**src/rtl/nmi_arb2.sv**
```systemverilog
// Two-master round-robin arbiter on the native memory interface; grant held per transaction.
// Optional watchdog timeout enabled by defining NMI_ARB_TIMEOUT_EN.
module nmi_arb2 #(
  parameter int ADDR_WIDTH  = 32,
  parameter int DATA_WIDTH  = 32,
  parameter int TIMEOUT_CYC = 1024
) (
  input  logic                    clk_i,
  input  logic                    rst_n_i,
  input  logic                    m0_valid_i,
  input  logic [ADDR_WIDTH-1:0]   m0_addr_i,
  input  logic [DATA_WIDTH-1:0]   m0_wdata_i,
  input  logic [DATA_WIDTH/8-1:0] m0_wstrb_i,
  output logic [DATA_WIDTH-1:0]   m0_rdata_o,
  output logic                    m0_ready_o,
  input  logic                    m1_valid_i,
  input  logic [ADDR_WIDTH-1:0]   m1_addr_i,
  input  logic [DATA_WIDTH-1:0]   m1_wdata_i,
  input  logic [DATA_WIDTH/8-1:0] m1_wstrb_i,
  output logic [DATA_WIDTH-1:0]   m1_rdata_o,
  output logic                    m1_ready_o,
  output logic                    s_valid_o,
  output logic [ADDR_WIDTH-1:0]   s_addr_o,
  output logic [DATA_WIDTH-1:0]   s_wdata_o,
  output logic [DATA_WIDTH/8-1:0] s_wstrb_o,
  input  logic [DATA_WIDTH-1:0]   s_rdata_i,
  input  logic                    s_ready_i,
  output logic [1:0]              gnt_o,
  output logic                    err_o
);

  typedef enum logic [1:0] {IDLE, GNT0, GNT1} state_e;

  localparam logic [DATA_WIDTH-1:0] TIMEOUT_RDATA = DATA_WIDTH'(32'hDEAD_BEEF);

  state_e state_q, state_d;
  logic   last_q, last_d;
  logic   to_hit;

`ifdef NMI_ARB_TIMEOUT_EN
  logic [15:0] cnt_q, cnt_d;

  // Counter is held at zero outside a grant, so every grant starts from zero.
  always_comb begin
    cnt_d = 16'd0;
    if (state_q != IDLE && !s_ready_i) cnt_d = cnt_q + 16'd1;
  end

  always_ff @(posedge clk_i or negedge rst_n_i) begin
    if (!rst_n_i) cnt_q <= 16'd0;
    else          cnt_q <= cnt_d;
  end

  assign to_hit = (cnt_q == 16'(TIMEOUT_CYC - 1)) && !s_ready_i;
`else
  logic [15:0] unused_timeout_cyc;
  assign unused_timeout_cyc = 16'(TIMEOUT_CYC);
  assign to_hit             = 1'b0;
`endif

  always_ff @(posedge clk_i or negedge rst_n_i) begin
    if (!rst_n_i) begin
      state_q <= IDLE;
      last_q  <= 1'b1;
    end else begin
      state_q <= state_d;
      last_q  <= last_d;
    end
  end

  always_comb begin
    state_d    = state_q;
    last_d     = last_q;
    s_valid_o  = 1'b0;
    s_addr_o   = '0;
    s_wdata_o  = '0;
    s_wstrb_o  = '0;
    m0_ready_o = 1'b0;
    m0_rdata_o = '0;
    m1_ready_o = 1'b0;
    m1_rdata_o = '0;
    err_o      = 1'b0;
    case (state_q)
      IDLE: begin
        // With both requesting, the master not served last wins.
        if (m0_valid_i && m1_valid_i) state_d = last_q ? GNT0 : GNT1;
        else if (m0_valid_i)          state_d = GNT0;
        else if (m1_valid_i)          state_d = GNT1;
      end
      GNT0: begin
        s_valid_o  = m0_valid_i;
        s_addr_o   = m0_addr_i;
        s_wdata_o  = m0_wdata_i;
        s_wstrb_o  = m0_wstrb_i;
        m0_ready_o = s_ready_i;
        m0_rdata_o = s_rdata_i;
        if (s_ready_i) begin
          last_d  = 1'b0;
          state_d = IDLE;
        end else if (!m0_valid_i) begin
          state_d = IDLE;
        end else if (to_hit) begin
          m0_ready_o = 1'b1;
          m0_rdata_o = TIMEOUT_RDATA;
          err_o      = 1'b1;
          last_d     = 1'b0;
          state_d    = IDLE;
        end
      end
      GNT1: begin
        s_valid_o  = m1_valid_i;
        s_addr_o   = m1_addr_i;
        s_wdata_o  = m1_wdata_i;
        s_wstrb_o  = m1_wstrb_i;
        m1_ready_o = s_ready_i;
        m1_rdata_o = s_rdata_i;
        if (s_ready_i) begin
          last_d  = 1'b1;
          state_d = IDLE;
        end else if (!m1_valid_i) begin
          state_d = IDLE;
        end else if (to_hit) begin
          m1_ready_o = 1'b1;
          m1_rdata_o = TIMEOUT_RDATA;
          err_o      = 1'b1;
          last_d     = 1'b1;
          state_d    = IDLE;
        end
      end
      default: state_d = IDLE;
    endcase
  end

  assign gnt_o = {state_q == GNT1, state_q == GNT0};

endmodule
```
**config.mk**
```make
export PLATFORM = sky130hd
export DESIGN_NAME = nmi_arb2
export DESIGN_NICKNAME = d
export VERILOG_FILES = /design/src/rtl/nmi_arb2.sv
export SDC_FILE = /design/constraint.sdc
export NUM_CORES = 1
export LEC_CHECK = 0
export ABC_CLOCK_PERIOD_IN_PS = 1700
export BUFFER_PORTS_ARGS = -buffer_cell sky130_fd_sc_hd__buf_4
export CAP_MARGIN = 20
export CELL_PAD_IN_SITES_DETAIL_PLACEMENT = 1
export CELL_PAD_IN_SITES_GLOBAL_PLACEMENT = 1
export CORE_AREA = 2 2 120 122
export DETAILED_ROUTE_END_ITERATION = 16
export DIE_AREA = 0 0 122 124
export PLACE_DENSITY_LB_ADDON = 0.2
export SLEW_MARGIN = 30
export SYNTH_ARGS = -nofsm -noshare
export SYNTH_HDL_FRONTEND = slang
export SYNTH_SLANG_ARGS = --single-unit
```
**constraint.sdc**
```tcl
create_clock -name clk_i -period 1.7 [get_ports clk_i]
set_clock_uncertainty 0.2 [all_clocks]
set_input_delay 0.17 -clock clk_i [delete_from_list [all_inputs] [get_ports clk_i]]
set_output_delay 0.17 -clock clk_i [all_outputs]
set_load 0.02 [all_outputs]
```
Word-level counts from Yosys, hierarchy flattened. Index checks and enable logic that the tools add are counted.

Bitwise operators: 0. Order comparisons: 0. Shift-type cells: 0. Add/sub/neg operators: 0. Reductions and logical operators: 5. Equal/unequal tests: 7. Muxes and demuxes: 21. Div/mod/pow operators: 0. $mul: 0.

Operators with widths (number): $pmux 32 s2 (2); $mux 32 (2); $mux 2 (8); $pmux 4 s2 (1); $ne 3x3->1 const B (2); $pmux 2 s3 (1); $reduce_and 3->1 (2); $mux 1 (5); $ne 2x2->1 const B (2); $ne 4x4->1 const B (1); $pmux 1 s2 (2); $eq 2x1->1 const B (1); $eq 2x2->1 const B (1); $logic_not 2->1 (1); $reduce_bool 2->1 (1); $logic_and 1x1->1 (1).

Latch bits: 0. Input bits: 173. Memories kept: 0. RAM bits: 0. Output and inout port bits: 138. Word-level logic and storage cells: 35. Flip-flop bits (word level): 3. Bits in read-only memories: 0.

Longest topological paths before layout.
Word-level depth: 4. Gate-level depth with buffers: 7. Depth with buffers taken out: 5.

Worst setup path before layout. OpenSTA, ideal clock, no wires.

Kind: register to output. Start: register state_q[1]. End: output port s_wdata_o[0]. Path buffers: 2. Setup slack: -0.093 ns. Required time: 1.330 ns. Data arrival time: 1.423 ns. Cell stages (with the launch flop): 6. Cells stage by stage: dfrtp_1 > inv_1 > ha_1 > buf_4 > buf_2 > nor2b_1.

Longest elaborated chain between the ends: 2. Elaborated cells between the ends (all ways): 3. Those cells by class: eq/ne: 2; mux: 1.

Ends and longest elaborated chain: start, declared (line 36) `state_e state_q, state_d;`; start signal, assigned (line 66) `state_q <= state_d;`; $eq 2x2->1 or $eq 2x1->1 (tied branches) (line 83) `case (state_q)`; $pmux 32 s2 * (line 83); end, declared (line 24) `output logic [DATA_WIDTH-1:0] s_wdata_o,`.

Every way passes the cells marked *; elsewhere a longest branch is shown, timed or not.

Worst setup path after layout.
Start: register state_q[1]. End: output port m0_rdata_o[1].

Longest elaborated chain between the ends: 2.

Ends and longest elaborated chain: $eq 2x1->1 (line 83); $mux 32 (line 83); end, declared (line 14) `output logic [DATA_WIDTH-1:0] m0_rdata_o,`.

Every way passes these cells.

==> implementation parameters <==
Parameter                              Value

Die
  Number of core rows    43
  Total core area    13720 um2
  Initial core utilization    13.35%
  Die Y-Extent    124 um
  Die area    15130 um2
  Chip width    122 um
  Total I/O pin count    311

Synth
  Number of instances in the synthesized netlist    259
  Mean post-synth cell area    7.072 um2
  Share of the synthesized netlist area taken by xor and xnor gates    0%
  Area share of the largest cell type after synthesis    25.00%
  Part of the Yosys area used for sequential elements    4.167%
  Synthesis Warnings    0
  Combinational family with the most area after synthesis    simple AND/OR/NAND/NOR gates
  Area share of and/or/nand/nor cells after synthesis    47.40%
  Async SR Flop Fraction    100.0%
  Flip-flop and latch count after synthesis    3
  Most used DFF post-synth    dfrtp_1
  Most area-hungry cell type in the Yosys netlist    a22oi_1
  Most area-consuming cells after synthesis    a22oi_1 25%, nor2b_1 24%, and2_1 23%
  Adder and majority cell fraction of the synthesized area    3.415%
  Share of synthesized area spent on multiplexers    0%
  Post-synth EDFFs    0
  Combined area of all synthesized cells    1832 um2
  Synth Area in Compound Gates    33.81%
  Syn Nets    437
  Synth cell types    24

Route
  Routed WL per cell    17.57 um
  Met2 wire len    7526 um
  Remaining antenna violation count after routing    0
  Via-per-instance ratio    4.269
  Post-Route M1 WL    4680 um
  Met3 Routed Length    971 um
  Uppermost layer routed    met4
  Drt first pass iters    4
  Iteration-0 DRC count of the detailed router    63
  DRC violations left    0
  Total number of vias    3266
  WL final    13440 um

STA
  Minimum clock period    1.967 ns
  Setup TNS    -28.37 ns
  Post-route worst setup slack    -0.2674 ns
  Hold violation count in the final report    0
  Final number of max-transition violations    0
  Final worst-path cycle share    115.7%
  Worst hold slack across all endpoints    0.05406 ns
  Number of endpoints failing setup at the final stage    137
  F_max    508.3 MHz
  Unrepaired setup endpoints after global routing    yes

Cells and area
  Share of post-route cells with drive strength above 1    90.94%
  Final #Nets    764
  Post-synthesis to final-layout area growth    222.3%
  Layout Cells excl Fill    765
  # diodes    0
  Fill cell total of the finished layout    1566

Power and ir drop
  Clock network fraction of design power    4.3%
  Internal Dissipation    5.065 mW
  Sw frac    43.23%
  Reported net switching power    3.856 mW
  Post-layout power    8.921 mW
  Share of total power in combinational logic    94.1%
  Sequential cell fraction of total power    1.5%
  Peak VDD IR    0.4736 mV
  Static leakage    2.681 nW
  PD cells    1511 nW/um2

Global route
  Pin count of the biggest net entering global routing    37
  Number of global-route vias before repair    3353
  Antenna violations before repair    0
  Global-route usage over all layers    15.00%
  Gr ovfl total    0
  Wire length of the first global-routing pass    18020 um

Placed design
  Routability congestion estimate    0.7985
  Number of buffers added on ports    309
  Estimated wirelength of the detail-placed design    9812 um
  Post-Place Setup Slack    -0.1513 ns
  Cell Count Post-Placement    739

Clock tree
  Clock latency on the worst-skew pair    0.23 ns
  CTS buffer count    3
  CTS Root Cell    clkbuf_16
  Clock slew at the register clock pins of the worst setup and hold paths    0.03 ns
  Clock tree from TritonCTS    done
  Number of levels in the clock H-tree    1
  Longest Clk Path Bufs    2
  CTS sink cnt    3

Setup path
  Worst Path Max Fanout    14
  Setup slack of the worst register-to-register path    -0.06 ns
  Required time of the worst setup path    1.33 ns
  Delay of the slowest critical-path stage    0.39 ns
  Class of the most critical setup path    reg2out
  Slowest cell on the critical path    dfrtp_1
  CP Launch Point    state_q[1]
  Worst setup endpoint    m0_rdata_o[1]
  Largest delay share family, worst path    buffers and inverters
  Launch point of the worst reg-to-reg path    state_q[0]
  Critical path data arrival time    1.60 ns
  Crit path capture type    primary output
  CP Cell Sequence    inv_2 -> ha_4 -> buf_12 -> clkbuf_16 -> and2_1 -> buf_4
  Critical path buffers and inverters    4
  Crit start category    flip-flop
  End of the worst register-to-register path    state_q[1]
  Crit. path cell count    6
  Worst R2R Path Depth    7

Job
  Count of max-cap constraint violations    0

Outcome
  Failing checks    negative setup slack
  Outcome    complete, but fails checks

Hold path
  Class of the tightest hold or removal check    in2reg
==> stage by stage <==
stage                     utilization, %  instance area, um2
final                              43.04                5904
after global placement             33.65                4617
after floorplan                        -                1982
after global routing               43.04                5904
after CTS                          38.99                5349
after detailed placement           33.65                4617
==> worst register-to-register path: cells and delay by family (launching register included) <==
kind	cells	cell delay, ns
flip-flops	1	0.36
buffers and inverters	3	0.37
AO/OA/AOI/OAI	3	0.51
adder cells (fa/ha/maj)	1	0.20
==> registers in the layout, summed over array words and instances (netlist names) <==
register / flops
last_q: 1
state_q: 2
==> per-layer routing <==
layer / global-route usage [%] / up-vias
met1: 16.58 / 1548
li1: - / 1556
met4: 4.741 / 0
met3: 3.205 / 18
met2: 28.49 / 144
met5: 0 / -
==> layout by cell type (no fill, tap or decap), drive strengths merged, types with 2 or more instances in the layout <==
| master | instances |
|---|---|
| ha | 5 |
| a22oi | 70 |
| dfrtp | 2 |
| buf | 348 |
| o2bb2ai | 2 |
| and2 | 66 |
| nor2b | 69 |
| inv | 3 |
| clkbuf | 8 |
| nand2 | 2 |
==> power by group through the flow <==
stage	combinational [mW]	clock, mW	sequential, mW
after floorplan	3.64	0	0.137
after global placement	6.13	0	0.133
after detailed placement	6.22	0	0.136
after CTS	7.58	0.390	0.138
after global routing	8.91	0.395	0.143
final	8.40	0.387	0.138
==> timing repair <==
item	in CTS	in global routing
gates cloned	4	5
hold buffers	1	0
gates resized for setup	115	138
pin swaps	8	5
hold endpoints to repair	3	0
setup endpoints to repair	138	139
setup buffers	12	3
==> area by class of cell <==
type	count	area, um2	share of cell area [%]
Clock buffer	4	78.83	1.335
Multi-Input combinational cell	222	2113	35.79
Sequential cell	3	76.32	1.293
Inverter	3	11.26	0.1907
Timing Repair Buffer	353	3400	57.58
Tap cell	180	225.2	3.814
==> worst min-delay path by stage <==
stage,startpoint,endpoint,slack (ns),cells after the start
final,s_ready_i,last_q,0.05,2
after global routing,s_ready_i,last_q,0.08,2
after CTS,s_ready_i,last_q,0.05,2
after detailed placement,rst_n_i,state_q[1],-0.23,1
after global placement,rst_n_i,state_q[1],-0.24,1
after floorplan,rst_n_i,state_q[0],-0.33,0
==> cells by family (layout without fill, tap and decap cells) <==
kind of cell             count (synthesis)  in the layout
adder cells (fa/ha/maj)                  5              5
buffers and inverters                   34            360
AND/OR/NAND/NOR                        140            140
flip-flops                               3              3
AO/OA/AOI/OAI                           76             76
other                                    1              1
==> synthesized netlist by cell type (all sizes together) (2+ instances only) <==
cell type / n
a22oi: 70
and2: 66
buf: 20
clkbuf: 11
dfrtp: 2
ha: 5
inv: 3
nand2: 2
nor2b: 69
o2bb2ai: 2
Power figures use the tool's default switching activity.
